### src/rtl/led_pkg.sv
// led_pkg: shared state encoding, pixel geometry and brightness scaling for the LED serializer.
package led_pkg;
  typedef enum logic [1:0] {IDLE, HIGH, LOW, LATCH} led_state_t;
  localparam int PIXEL_W = 24;
  localparam int CH_W = 8;
  localparam int CH_N = PIXEL_W / CH_W;
  function automatic logic [PIXEL_W-1:0] scale_px(input logic [PIXEL_W-1:0] px, input logic [CH_W-1:0] b);
    logic [2*CH_W-1:0] p;
    scale_px = '0;
    for (int i = 0; i < CH_N; i++) begin
      p = (2*CH_W)'(px[i*CH_W +: CH_W]) * (2*CH_W)'(b);
      scale_px[i*CH_W +: CH_W] = p[2*CH_W-1:CH_W];
    end
  endfunction
endpackage

### src/rtl/led_slot_timer.sv
// led_slot_timer: counts ticks inside a bit slot and strobes the end of the high phase and of the slot.
module led_slot_timer #(
  parameter int SLOT_TICKS = 3,
  parameter int HIGH1_TICKS = 2,
  parameter int HIGH0_TICKS = 1
) (
  input  logic clk,
  input  logic rst,
  input  logic tick,
  input  logic run,
  input  logic cur_bit,
  output logic slot_end,
  output logic high_end
);
  localparam int TW = $clog2(SLOT_TICKS + 1);
  logic [TW-1:0] tick_cnt_q, tick_cnt_d, cnt_inc;
  always_comb begin
    cnt_inc = (tick_cnt_q == TW'(SLOT_TICKS)) ? tick_cnt_q : tick_cnt_q + 1'b1;
    high_end = run && tick && cnt_inc == TW'(cur_bit ? HIGH1_TICKS : HIGH0_TICKS);
    slot_end = run && tick && cnt_inc == TW'(SLOT_TICKS);
    tick_cnt_d = (!run || slot_end) ? '0 : tick ? cnt_inc : tick_cnt_q;
  end
  always_ff @(posedge clk) tick_cnt_q <= rst ? '0 : tick_cnt_d;
endmodule

### src/rtl/led_pixel_serializer.sv
// led_pixel_serializer: GRB pixels in over valid/ready, pulse-width-encoded LED stream out, latch gap per frame.
// Optional LED_BRIGHTNESS_EN adds a brightness input that scales each channel when a pixel is loaded.
module led_pixel_serializer import led_pkg::*; #(
  parameter int SLOT_TICKS = 3,
  parameter int HIGH1_TICKS = 2,
  parameter int HIGH0_TICKS = 1,
  parameter int LATCH_TICKS = 64,
  parameter int FRAME_PIXELS = 8
) (
  input  logic               clk,
  input  logic               rst,
  input  logic               tick,
  input  logic [PIXEL_W-1:0] pixel_data,
  input  logic               pixel_valid,
`ifdef LED_BRIGHTNESS_EN
  input  logic [CH_W-1:0]    brightness,
`endif
  output logic               pixel_ready,
  output logic               serial_out,
  output logic               busy,
  output logic               underrun,
  output logic               frame_done
);
  localparam int BW = $clog2(PIXEL_W);
  localparam int PW = FRAME_PIXELS > 1 ? $clog2(FRAME_PIXELS) : 1;
  localparam int LW = LATCH_TICKS > 1 ? $clog2(LATCH_TICKS) : 1;
  led_state_t state_q, state_d;
  logic [PIXEL_W-1:0] hold_q, hold_d, shift_q, shift_d, load_px;
  logic hold_valid_q, hold_valid_d, serial_q, serial_d, underrun_q, underrun_d, frame_done_q, frame_done_d;
  logic [BW-1:0] bit_cnt_q, bit_cnt_d;
  logic [PW-1:0] pix_cnt_q, pix_cnt_d;
  logic [LW-1:0] latch_cnt_q, latch_cnt_d;
  logic slot_end, high_end, take, load, last_bit, last_pix;
  led_slot_timer #(.SLOT_TICKS(SLOT_TICKS), .HIGH1_TICKS(HIGH1_TICKS), .HIGH0_TICKS(HIGH0_TICKS)) u_timer (
    .clk(clk), .rst(rst), .tick(tick), .run(state_q == HIGH || state_q == LOW),
    .cur_bit(shift_q[PIXEL_W-1]), .slot_end(slot_end), .high_end(high_end)
  );
`ifdef LED_BRIGHTNESS_EN
  assign load_px = scale_px(hold_q, brightness);
`else
  assign load_px = hold_q;
`endif
  assign pixel_ready = !hold_valid_q;
  assign serial_out = serial_q;
  assign busy = state_q != IDLE;
  assign underrun = underrun_q;
  assign frame_done = frame_done_q;
  always_comb begin
    last_bit = bit_cnt_q == BW'(PIXEL_W - 1);
    last_pix = pix_cnt_q == PW'(FRAME_PIXELS - 1);
    load = hold_valid_q && ((state_q == IDLE && tick) || (state_q == LOW && slot_end && last_bit && !last_pix));
    take = pixel_valid && !hold_valid_q;
    hold_valid_d = take || (hold_valid_q && !load);
    hold_d = take ? pixel_data : hold_q;
    state_d = state_q;
    shift_d = shift_q;
    bit_cnt_d = bit_cnt_q;
    pix_cnt_d = pix_cnt_q;
    latch_cnt_d = latch_cnt_q;
    serial_d = serial_q;
    underrun_d = 1'b0;
    frame_done_d = 1'b0;
    case (state_q)
      IDLE: if (load) begin
        shift_d = load_px;
        bit_cnt_d = '0;
        pix_cnt_d = '0;
        serial_d = 1'b1;
        state_d = HIGH;
      end
      HIGH: if (high_end) begin
        serial_d = 1'b0;
        state_d = LOW;
      end
      LOW: if (slot_end) begin
        if (!last_bit) begin
          shift_d = shift_q << 1;
          bit_cnt_d = bit_cnt_q + 1'b1;
          serial_d = 1'b1;
          state_d = HIGH;
        end else if (load) begin
          shift_d = load_px;
          bit_cnt_d = '0;
          pix_cnt_d = pix_cnt_q + 1'b1;
          serial_d = 1'b1;
          state_d = HIGH;
        end else begin
          underrun_d = !last_pix;
          latch_cnt_d = '0;
          state_d = LATCH;
        end
      end
      LATCH: if (tick) begin
        if (latch_cnt_q == LW'(LATCH_TICKS - 1)) begin
          frame_done_d = 1'b1;
          pix_cnt_d = '0;
          state_d = IDLE;
        end else latch_cnt_d = latch_cnt_q + 1'b1;
      end
      default: state_d = IDLE;
    endcase
  end
  always_ff @(posedge clk) begin
    if (rst) begin
      state_q <= IDLE;
      hold_q <= '0;
      hold_valid_q <= 1'b0;
      shift_q <= '0;
      bit_cnt_q <= '0;
      pix_cnt_q <= '0;
      latch_cnt_q <= '0;
      serial_q <= 1'b0;
      underrun_q <= 1'b0;
      frame_done_q <= 1'b0;
    end else begin
      state_q <= state_d;
      hold_q <= hold_d;
      hold_valid_q <= hold_valid_d;
      shift_q <= shift_d;
      bit_cnt_q <= bit_cnt_d;
      pix_cnt_q <= pix_cnt_d;
      latch_cnt_q <= latch_cnt_d;
      serial_q <= serial_d;
      underrun_q <= underrun_d;
      frame_done_q <= frame_done_d;
    end
  end
endmodule
### config.mk
export PLATFORM = sky130hd
export DESIGN_NAME = led_pixel_serializer
export DESIGN_NICKNAME = d
export VERILOG_FILES = /design/src/rtl/led_pkg.sv /design/src/rtl/led_slot_timer.sv /design/src/rtl/led_pixel_serializer.sv
export SDC_FILE = /design/constraint.sdc
export NUM_CORES = 1
export LEC_CHECK = 0
export ABC_AREA = 1
export CAP_MARGIN = 10
export CELL_PAD_IN_SITES_DETAIL_PLACEMENT = 2
export CELL_PAD_IN_SITES_GLOBAL_PLACEMENT = 2
export CORE_MARGIN = 5
export CORE_UTILIZATION = 33
export DETAILED_ROUTE_END_ITERATION = 8
export GPL_ROUTABILITY_DRIVEN = 0
export GPL_TIMING_DRIVEN = 1
export HOLD_SLACK_MARGIN = 0.12
export PLACE_DENSITY = 0.77
export SLEW_MARGIN = 10
export SYNTH_ARGS = -nofsm -noshare
export SYNTH_HDL_FRONTEND = slang
export SYNTH_SLANG_ARGS = --single-unit
export TNS_END_PERCENT = 50
### constraint.sdc
create_clock -name clk -period 2.6 [get_ports clk]
set_clock_uncertainty 0.05 [all_clocks]
set_input_delay 0.78 -clock clk [delete_from_list [all_inputs] [get_ports clk]]
set_output_delay 0.78 -clock clk [all_outputs]
set_load 0.02 [all_outputs]
* After elaboration in Yosys (flattened, before gate mapping)
Cells that the tools add are included.
W data, S select, Z words.
** Operators by class
- Add/sub/neg operators :: 4
- Equality and inequality tests :: 18
- Mux-type cells :: 37
- Bitwise operators :: 5
- Reductions and logical operators :: 32
** Operators by type and width (count)
- $mux W24 :: 3
- $pmux W24 S2 :: 1
- $mux W6 :: 5
- $mux W2 :: 9
- $mux W3 :: 6
- $ne A2 B2 Y1 const B :: 9
- $mux W5 :: 3
- $pmux W6 S2 :: 1
- $logic_and A1 B1 Y1 :: 10
- $pmux W5 S2 :: 1
- $pmux W3 S3 :: 1
- $eq A2 B2 Y1 const B :: 4
- $pmux W2 S4 :: 1
- $reduce_and A7 Y1 :: 1
- $add A6 B1 Y6 const B :: 1
- $eq A6 B6 Y1 const B :: 1
- $reduce_and A6 Y1 :: 1
- $reduce_bool A2 Y1 :: 3
- $reduce_bool A3 Y1 :: 2
- $add A5 B1 Y5 const B :: 1
- $eq A5 B5 Y1 const B :: 1
- $mux W1 :: 5
- $not A1 Y1 :: 5
- $reduce_and A5 Y1 :: 1
- other kinds (14) :: 20
** Word-level totals
- Flip-flop bits (word level) :: 70
- Output and inout bits :: 5
- Logic and storage cells :: 107

* Logic depth before layout (Yosys ltp)
Gate-level depths: netlist of the first run.
- Word-level depth :: 13
- Mapped depth :: 14

* By module
A second synthesis of the first run with hierarchy kept.
** Second synthesis, totals
- Cell total of the unflattened synthesis :: 486
- Area total of the unflattened synthesis :: 3367.0 um^2
** By module, submodules not included
- led_pixel_serializer :: instances 1, cells an instance 465, area each 3246.9 um^2
- led_slot_timer :: instances 1, cells an instance 21, area each 120.1 um^2

* Worst setup path after synthesis of the first run
Ideal clock, no wire load.
- Path type :: register to register
- Start point :: register state_q[0]
- End point :: register shift_q[16]
- Library setup time :: 115 ps
- Arrival time :: 1828 ps
- Path slack :: 608 ps
- Cell stages (with the launch flop) :: 13
- Path buffers :: 1
- Cells stage by stage :: dfxtp_1 > inv_1 > ha_1 > nand3_2 > nand2_2 > o21ai_2 > inv_2 > nand2_2 > inv_2 > nor2_4 > inv_6 > buf_6 > o21a_1
** On the way
- Word-level cells in the longest chain between the ends :: 13
- Elaborated cells on any way between the ends :: 19
** RTL lines
- start: declaration :: RTL line led_pixel_serializer.sv:27 : led_state_t state_q, state_d;
- start signal: assignment :: RTL line led_pixel_serializer.sv:116 : state_q <= state_d;
- $eq A2 B1 Y1 or $eq A2 B2 Y1 (tied branches) :: RTL line led_pixel_serializer.sv:35, led_pixel_serializer.sv:51, led_pixel_serializer.sv:63
- $logic_or A1 B1 Y1 :: RTL line led_pixel_serializer.sv:35 : .clk(clk), .rst(rst), .tick(tick), .run(state_q == HIGH || state_q == LOW),
- $logic_and A1 B1 Y1 (2 in series) :: RTL line led_slot_timer.sv:20 : slot_end = run && tick && cnt_inc == TW'(SLOT_TICKS);
- $logic_and A1 B1 Y1 (3 in series) :: RTL line led_pixel_serializer.sv:51 : load = hold_valid_q && ((state_q == IDLE && tick) || (state_q == LOW && slot_end && last_bit && !last_pix));
- $logic_or A1 B1 Y1 :: RTL line led_pixel_serializer.sv:51
- $logic_and A1 B1 Y1 :: RTL line led_pixel_serializer.sv:51
- $mux W24 (3 in series)
- $pmux W24 S2 :: RTL line led_pixel_serializer.sv:63 : case (state_q)
- end signal: assignment :: RTL line led_pixel_serializer.sv:119 : shift_q <= shift_d;
- end: declaration :: RTL line led_pixel_serializer.sv:28 : logic [PIXEL_W-1:0] hold_q, hold_d, shift_q, shift_d, load_px;
Parallel ways exist; a longest one is shown, timed or not. The select of a mux whose other input is x is not followed.
A chain may end at the register's enable or synchronous reset.

* Final worst setup path of the first run
- Start point :: register state_q[0]
- End point :: output port busy
** On the way
- Word-level cells in the longest chain between the ends :: 1
** RTL lines
- $reduce_bool A2 Y1 :: RTL line led_pixel_serializer.sv:45 : assign busy = state_q != IDLE;
- end: declaration :: RTL line led_pixel_serializer.sv:20 : output logic busy,
No other way between the ends.

==> results of run 1 <==
## power groups by stage
stage / Sequential [mW] / Clock, mW / Combinational [mW]
floorplan: 1.40 / 0 / 0.833
global placement: 1.42 / 0 / 1.10
detailed placement: 1.43 / 0 / 1.17
CTS: 1.41 / 1.02 / 1.18
global route: 1.43 / 1.07 / 1.30
finish: 1.40 / 0.996 / 1.14
## flip-flops by register name, summed over array words and instances (netlist names)
name / flops
u_timer.tick_cnt_q: 2
state_q: 2
shift_q: 24
latch_cnt_q: 6
bit_cnt_q: 5
serial_out: 1
underrun: 1
pix_cnt_q: 3
frame_done: 1
hold_valid_q: 1
hold_q: 24
## worst max path at each step
stage               depth (start not counted)  slack, ps       start           end
floorplan                                  12        610  state_q[0]   shift_q[16]
global placement                           10         40        tick  bit_cnt_q[4]
detailed placement                         10        -30        tick  bit_cnt_q[4]
CTS                                         4        120  state_q[0]          busy
global route                                4         40  state_q[0]          busy
finish                                      4        160  state_q[0]          busy
## cell usage after synthesis
master | instances | share of area (%)
inv_2 | 4 | 0.47
xor2_1 | 1 | 0.27
a31oi_1 | 2 | 0.39
nand2_1 | 41 | 4.8
o211a_1 | 1 | 0.31
xnor2_1 | 1 | 0.27
nor3b_1 | 2 | 0.47
nor2_8 | 1 | 0.62
nor3_1 | 2 | 0.31
clkbuf_1 | 12 | 1.4
dfxtp_1 | 70 | 43
inv_6 | 1 | 0.27
a21o_1 | 1 | 0.23
nand4_1 | 1 | 0.19
nand3b_1 | 1 | 0.23
o31ai_1 | 1 | 0.23
buf_2 | 2 | 0.31
buf_4 | 3 | 0.70
o211ai_1 | 16 | 3.7
a31o_2 | 1 | 0.27
clkinv_1 | 1 | 0.12
or2_2 | 2 | 0.39
nor2_4 | 2 | 0.70
inv_1 | 36 | 4.2
ha_1 | 9 | 3.5
a211oi_1 | 2 | 0.47
nand3_1 | 32 | 5.0
o21ai_2 | 1 | 0.27
nand3_2 | 2 | 0.62
buf_6 | 3 | 1.0
a21oi_1 | 39 | 6.1
nand2_2 | 5 | 0.97
o21ai_0 | 39 | 6.1
nor2_2 | 1 | 0.19
o21a_1 | 7 | 1.6
nand2_4 | 1 | 0.35
nor2_1 | 80 | 9.3
nor4_1 | 1 | 0.19
## tightest hold or removal path, stage by stage, from the launching register on
cell and delay, ps:
dfxtp_1 300, inv_1 60, a21oi_1 60
## metal layers
metal,vias up,part of all wire [%],global-route usage (%)
li1,1488,-,-
met1,1440,46,19.6
met2,38,50,29.8
met3,15,2.1,3.26
met4,0,2.1,5.68
met5,-,0,0
## per-stage QoR
stage | total power [mW] | setup WS (ps) | setup TNS [ps]
detailed placement | 2.60 | -29.5 | -63.0
global placement | 2.51 | 38.4 | 0
CTS | 3.61 | 118 | 0
finish | 3.54 | 157 | 0
floorplan | 2.23 | 608 | 0
global route | 3.80 | 44.9 | 0
## final cells by class
| cell class | instances | share of cell area [%] |
|---|---|---|
| multi-input cells | 295 | 39.3 |
| flip-flops and latches | 70 | 35.6 |
| repair buffers | 45 | 11.2 |
| well taps | 133 | 4.22 |
| inverters | 42 | 4.13 |
| clock buffers | 9 | 3.14 |
| clock inverters | 7 | 2.41 |
## logic make-up (layout without fill, tap and decap cells)
group / after synthesis / after routing
AOI/OAI and AO/OA: 110 / 110
adders and majority gates: 9 / 9
and+or+nand+nor: 174 / 174
xor gates and xnor gates: 2 / 2
DFF: 70 / 70
buffers and inverters: 62 / 103
## cells in the final DEF, fill, tap and decap left out, types with 11 or more instances in the layout
cell type	Yosys	layout
o211ai_1	16	16
a21oi_1	39	39
buf_4	3	11
nand3_1	32	32
o21ai_0	39	39
nor2_1	80	80
nand2_1	41	41
clkdlybuf4s50_1	0	31
dfxtp_1	70	70
inv_1	36	36
==> impl_metrics.toml, run 1 <==
[run_status]
status = "finished, final reports clean"

[route]
drtIter0Drc = 69
drc = 0
first_pass_iters = 4
drt-total-wl_um = 8980
avgViaCountPerCell = 4.96
num_vias = 2981
ant_nets = 0
post_drt_wl_per_cell_um = 14.9

[global_routing]
antenna_found_initial = 0
grt_pass1_vias = 3342
grt_usage_pct = 16.6
grt_pass1_wl_um = 15500
grt_start_max_net_pins = 58
overflow = 0

[synthesis]
synth-simple-area-share_pct = 24.3
synth_adder_area_share_pct = 3.50
yosysWarnings = 0
syn_area_per_cell_um2 = 7.55
syn-cell-area_um2 = 3220
synth_top_family_by_area = "simple AND/OR/NAND/NOR gates"
synth_xor_area_share_pct = 0.544
syn_nets = 464
synthMuxAreaShare_pct = 0
synth_compound_area_share_pct = 19.7
yosysSeqAreaShare_pct = 43.5
yosys_register_bits = 70
synthCells = 427
yosysUniqueCellTypes = 38

[final_layout]
drive_gt1_share_pct = 10.9
layout.nets = 500
multi_input_area_um2 = 1550
final-seq-area_um2 = 1400
n_antenna_cell = 0
syn2layout_area_growth_pct = 22.3
final_cell_count_no_fill = 601
utilization_pct = 40.9
fillers = 1148
final_design_area_no_fill_um2 = 3940

[placement]
placedInstanceArea_um2 = 3720
dp_cells = 585
post-dp-hpwl_um = 6370
numPortBuffers = 32

[floorplanning]
dieWidth_um = 109
die_h_um = 109
boundaryPins = 33
rows = 36
die_area_um2 = 11800
core-area_um2 = 9640
initial_core_util_pct = 33.4

[clock_tree]
cts_setup_buffers = 0
cts_sinks = 70
cts.path.max_buffers = 2
htree_levels = 3
cts_resized = 1
cts-root-buf = "clkbuf_8"
cts_tree = "built"
hold_buffers = 0
clkTransAtPathRegs_ps = 80
clkLatencyLatePin_ps = 350
cts_buffers = 9

[min_path]
min_to = "hold_q[7]"
hold_path.class = "reg2reg"
whs_path_depth = 2
worstHoldStart = "hold_q[7]"

[power_and_ir_drop]
comb_power_share_pct = 32.2
ir_drop_mv = 0.246
p_sw_share_pct = 36.6
p_switching_mw = 1.30
intPower_mw = 2.25
power_density_nw_per_um2 = 899
p_leak_nw = 1.55
power_frac_seq_pct = 39.7
clkPwrFrac_pct = 28.1

[timing]
min_period_over_period_pct = 94.0
clock.fmax_mhz = 409
hold_viol_final = 0
holdWs_ps = 411
rsz0062_at_grt = "false"
slew_violations = 0
final.min_clock_period_ps = 2440
setup_viol = 0
tightest_slew_ps = 330
slew_headroom_pct = 78.0

[worst_setup_path]
worstPathCellList = "inv_1 > ha_1 > inv_1 > dlygate4sd2_1"
crit_path_frequent_cell = "inv_1"
cp.arrival_ps = 1610
reg2reg_to = "shift_q[11]"
crit_path_top_delay_cell = "dfxtp_1"
path_class = "reg2out"
rr_worst_depth = 12
timing.rr.start = "state_q[0]"
end_kind = "output port"
reg2reg_slack_ps = 320
critPathMaxFanout = 5
worstSetupStartpointType = "register"
worstPathRequired_ps = 1770
critical_path_buf_inv_count = 3
critPathMaxStageDelay_ps = 420
critPathTopFamily = "buffers and inverters"

[run]
cap_violations = 0
Note: power is estimated with default switching activity, not from simulation.
==> inputs of run 2 (changes only) <==
- CAP_MARGIN: 10 -> 20
- CORE_MARGIN: 5 -> 1
- CORE_UTILIZATION: 33 -> 34
- CTS_BUF_LIST: not set -> sky130_fd_sc_hd__clkbuf_8
- PLACE_DENSITY: 0.77 -> 0.8
==> impl_metrics.toml, run 2 (synthesized netlist as in run 1, its figures left out) <==
[run_status]
status = "finished, final reports clean"

[global_routing]
grt_start_max_net_pins = 58
busiest_layer = "met2"
grt_use_met1_pct = 22.9
met3_usage_pct = 2.53
grt_pass1_wl_um = 15400
grt_pass1_vias = 3254
grt_usage_pct = 19.8
grt_use_met2_pct = 36.3
overflow = 0
antenna_found_initial = 0

[final_layout]
layout.nets = 499
final_cell_mix = "nor2_1, dfxtp_1, nand2_1, o21ai_0, a21oi_1"
layout_commonest_cell = "nor2_1"
reg.largest.list = "hold_q: 24 flops, shift_q: 24 flops, latch_cnt_q: 6 flops"
drive_gt1_share_pct = 10.7
final_design_area_no_fill_um2 = 3890
syn2layout_area_growth_pct = 20.8
n_antenna_cell = 0

[floorplanning]
core-area_um2 = 9200
die_h_um = 99.3
dieWidth_um = 99.3
die_area_um2 = 9870
initial_core_util_pct = 35.0
boundaryPins = 33
rows = 35

[worst_setup_path]
reg2reg_to = "bit_cnt_q[4]"
path_class = "reg2out"
critPathMaxFanout = 5
worstSetupStartpointType = "register"
reg2reg_slack_ps = 310
timing.rr.start = "state_q[0]"
crit_path_frequent_cell = "inv_1"
end_kind = "output port"
crit_path_top_delay_cell = "dfxtp_1"
critPathMaxStageDelay_ps = 410
worstPathCellList = "inv_1 > ha_1 > inv_1 > dlygate4sd2_1"
rr_worst_depth = 11
worstPathRequired_ps = 1770
cp.arrival_ps = 1570

[clock_tree]
hold_buffers = 0
clkLatencyLatePin_ps = 350
htree_levels = 3
cts-root-buf = "clkbuf_8"
clkTransAtPathRegs_ps = 80
cts_buffers = 9
cts.path.max_buffers = 2
cts_tree = "built"
cts_sinks = 70

[min_path]
whs_path_depth = 2
worstHoldStart = "hold_q[2]"
min_to = "hold_q[2]"
hold_path.class = "reg2reg"

[route]
drtIter0Drc = 71
ant_nets = 0
num_vias = 2991
drt-total-wl_um = 8800
first_pass_iters = 4
drc = 0
post_drt_wl_per_cell_um = 15.2
avgViaCountPerCell = 5.17

[timing]
finalSetupTns_ps = 0
min_period_over_period_pct = 92.5
slew_violations = 0
tightest_slew_ps = 364
hold_viol_final = 0
rsz0062_at_grt = "false"
final.min_clock_period_ps = 2400
clock.fmax_mhz = 416
setup_ws_ps = 196
slew_headroom_pct = 75.7
holdWs_ps = 406
setup_viol = 0

[placement]
dpl_worst_slack_ps = -128
numPortBuffers = 32
placedInstanceArea_um2 = 3680
post-dp-hpwl_um = 6120

[power_and_ir_drop]
p_leak_nw = 1.53
power_density_nw_per_um2 = 890
ir_drop_mv = 0.244
fin_total_pwr_mw = 3.46

[run]
cap_violations = 0
==> run 2: cell count changes in the layout (fill, tap and decap cells not counted), sizes merged <==
| cell | before | now |
|---|---|---|
| clkbuf | 9 | 10 |
| buf | 13 | 12 |
| clkinv | 3 | 2 |
| clkinvlp | 1 | 2 |
| bufinv | 2 | 1 |
==> run 2: cell type report <==
cell class                      instances  area (µm²)
Clock buffer                           10         138
Inverter                               42         163
Multi-Input combinational cell        295        1550
Clock inverter                          6        67.6
Timing Repair Buffer                   44         434
Sequential cell                        70        1400
Fill cell                            1084        5310
Tap cell                              111         139
==> run 2: worst max-delay path, delay by kind of cell, from the launching register on <==
kind,cells,cell delay (ps)
adders and majority gates,1,290
buffers and inverters,3,530
DFF,1,410
==> run 2: through the flow <==
stage	std cells	util (%)
final	578	42.3
after global routing	578	42.3
after CTS	578	42.3
after detailed placement	562	40.1
after global placement	562	40.1
after floorplan	427	-
==> run 2: how the worst max path moves through the flow <==
stage / from / to / slack (ps) / cells past startpoint
after detailed placement: tick / latch_cnt_q[3] / -130 / 11
after global placement: tick / bit_cnt_q[4] / -60 / 10
after CTS: state_q[0] / busy / 160 / 4
after global routing: tick / bit_cnt_q[4] / 20 / 10
final: state_q[0] / busy / 200 / 4
after floorplan: state_q[0] / shift_q[16] / 610 / 12
==> run 2: routing by layer <==
metal  routed length [µm]  part of all wire [%]  vias to the layer above
li1                     -                     -                     1487
met1                 3820                    43                     1458
met2                 4670                    53                       32
met3                  138                   1.6                       14
met4                  178                   2.0                        0
met5                    0                     0                        -
==> run 2: report_power, final <==
part | switching [mW] | internal, mW | leakage, nW
sequential | 0.129 | 1.28 | 0.574
clock | 0.450 | 0.474 | 0.0993
combinational | 0.705 | 0.428 | 0.857
total | 1.28 | 2.18 | 1.53
==> run 2: what timing repair did <==
item | 4_1_cts | 5_1_grt
setup buffers | 0 | 0
pin swaps | 0 | 0
resized for setup | 1 | 1
setup endpoints to repair | 1 | 1
endpoints found under the hold margin | 0 | 0
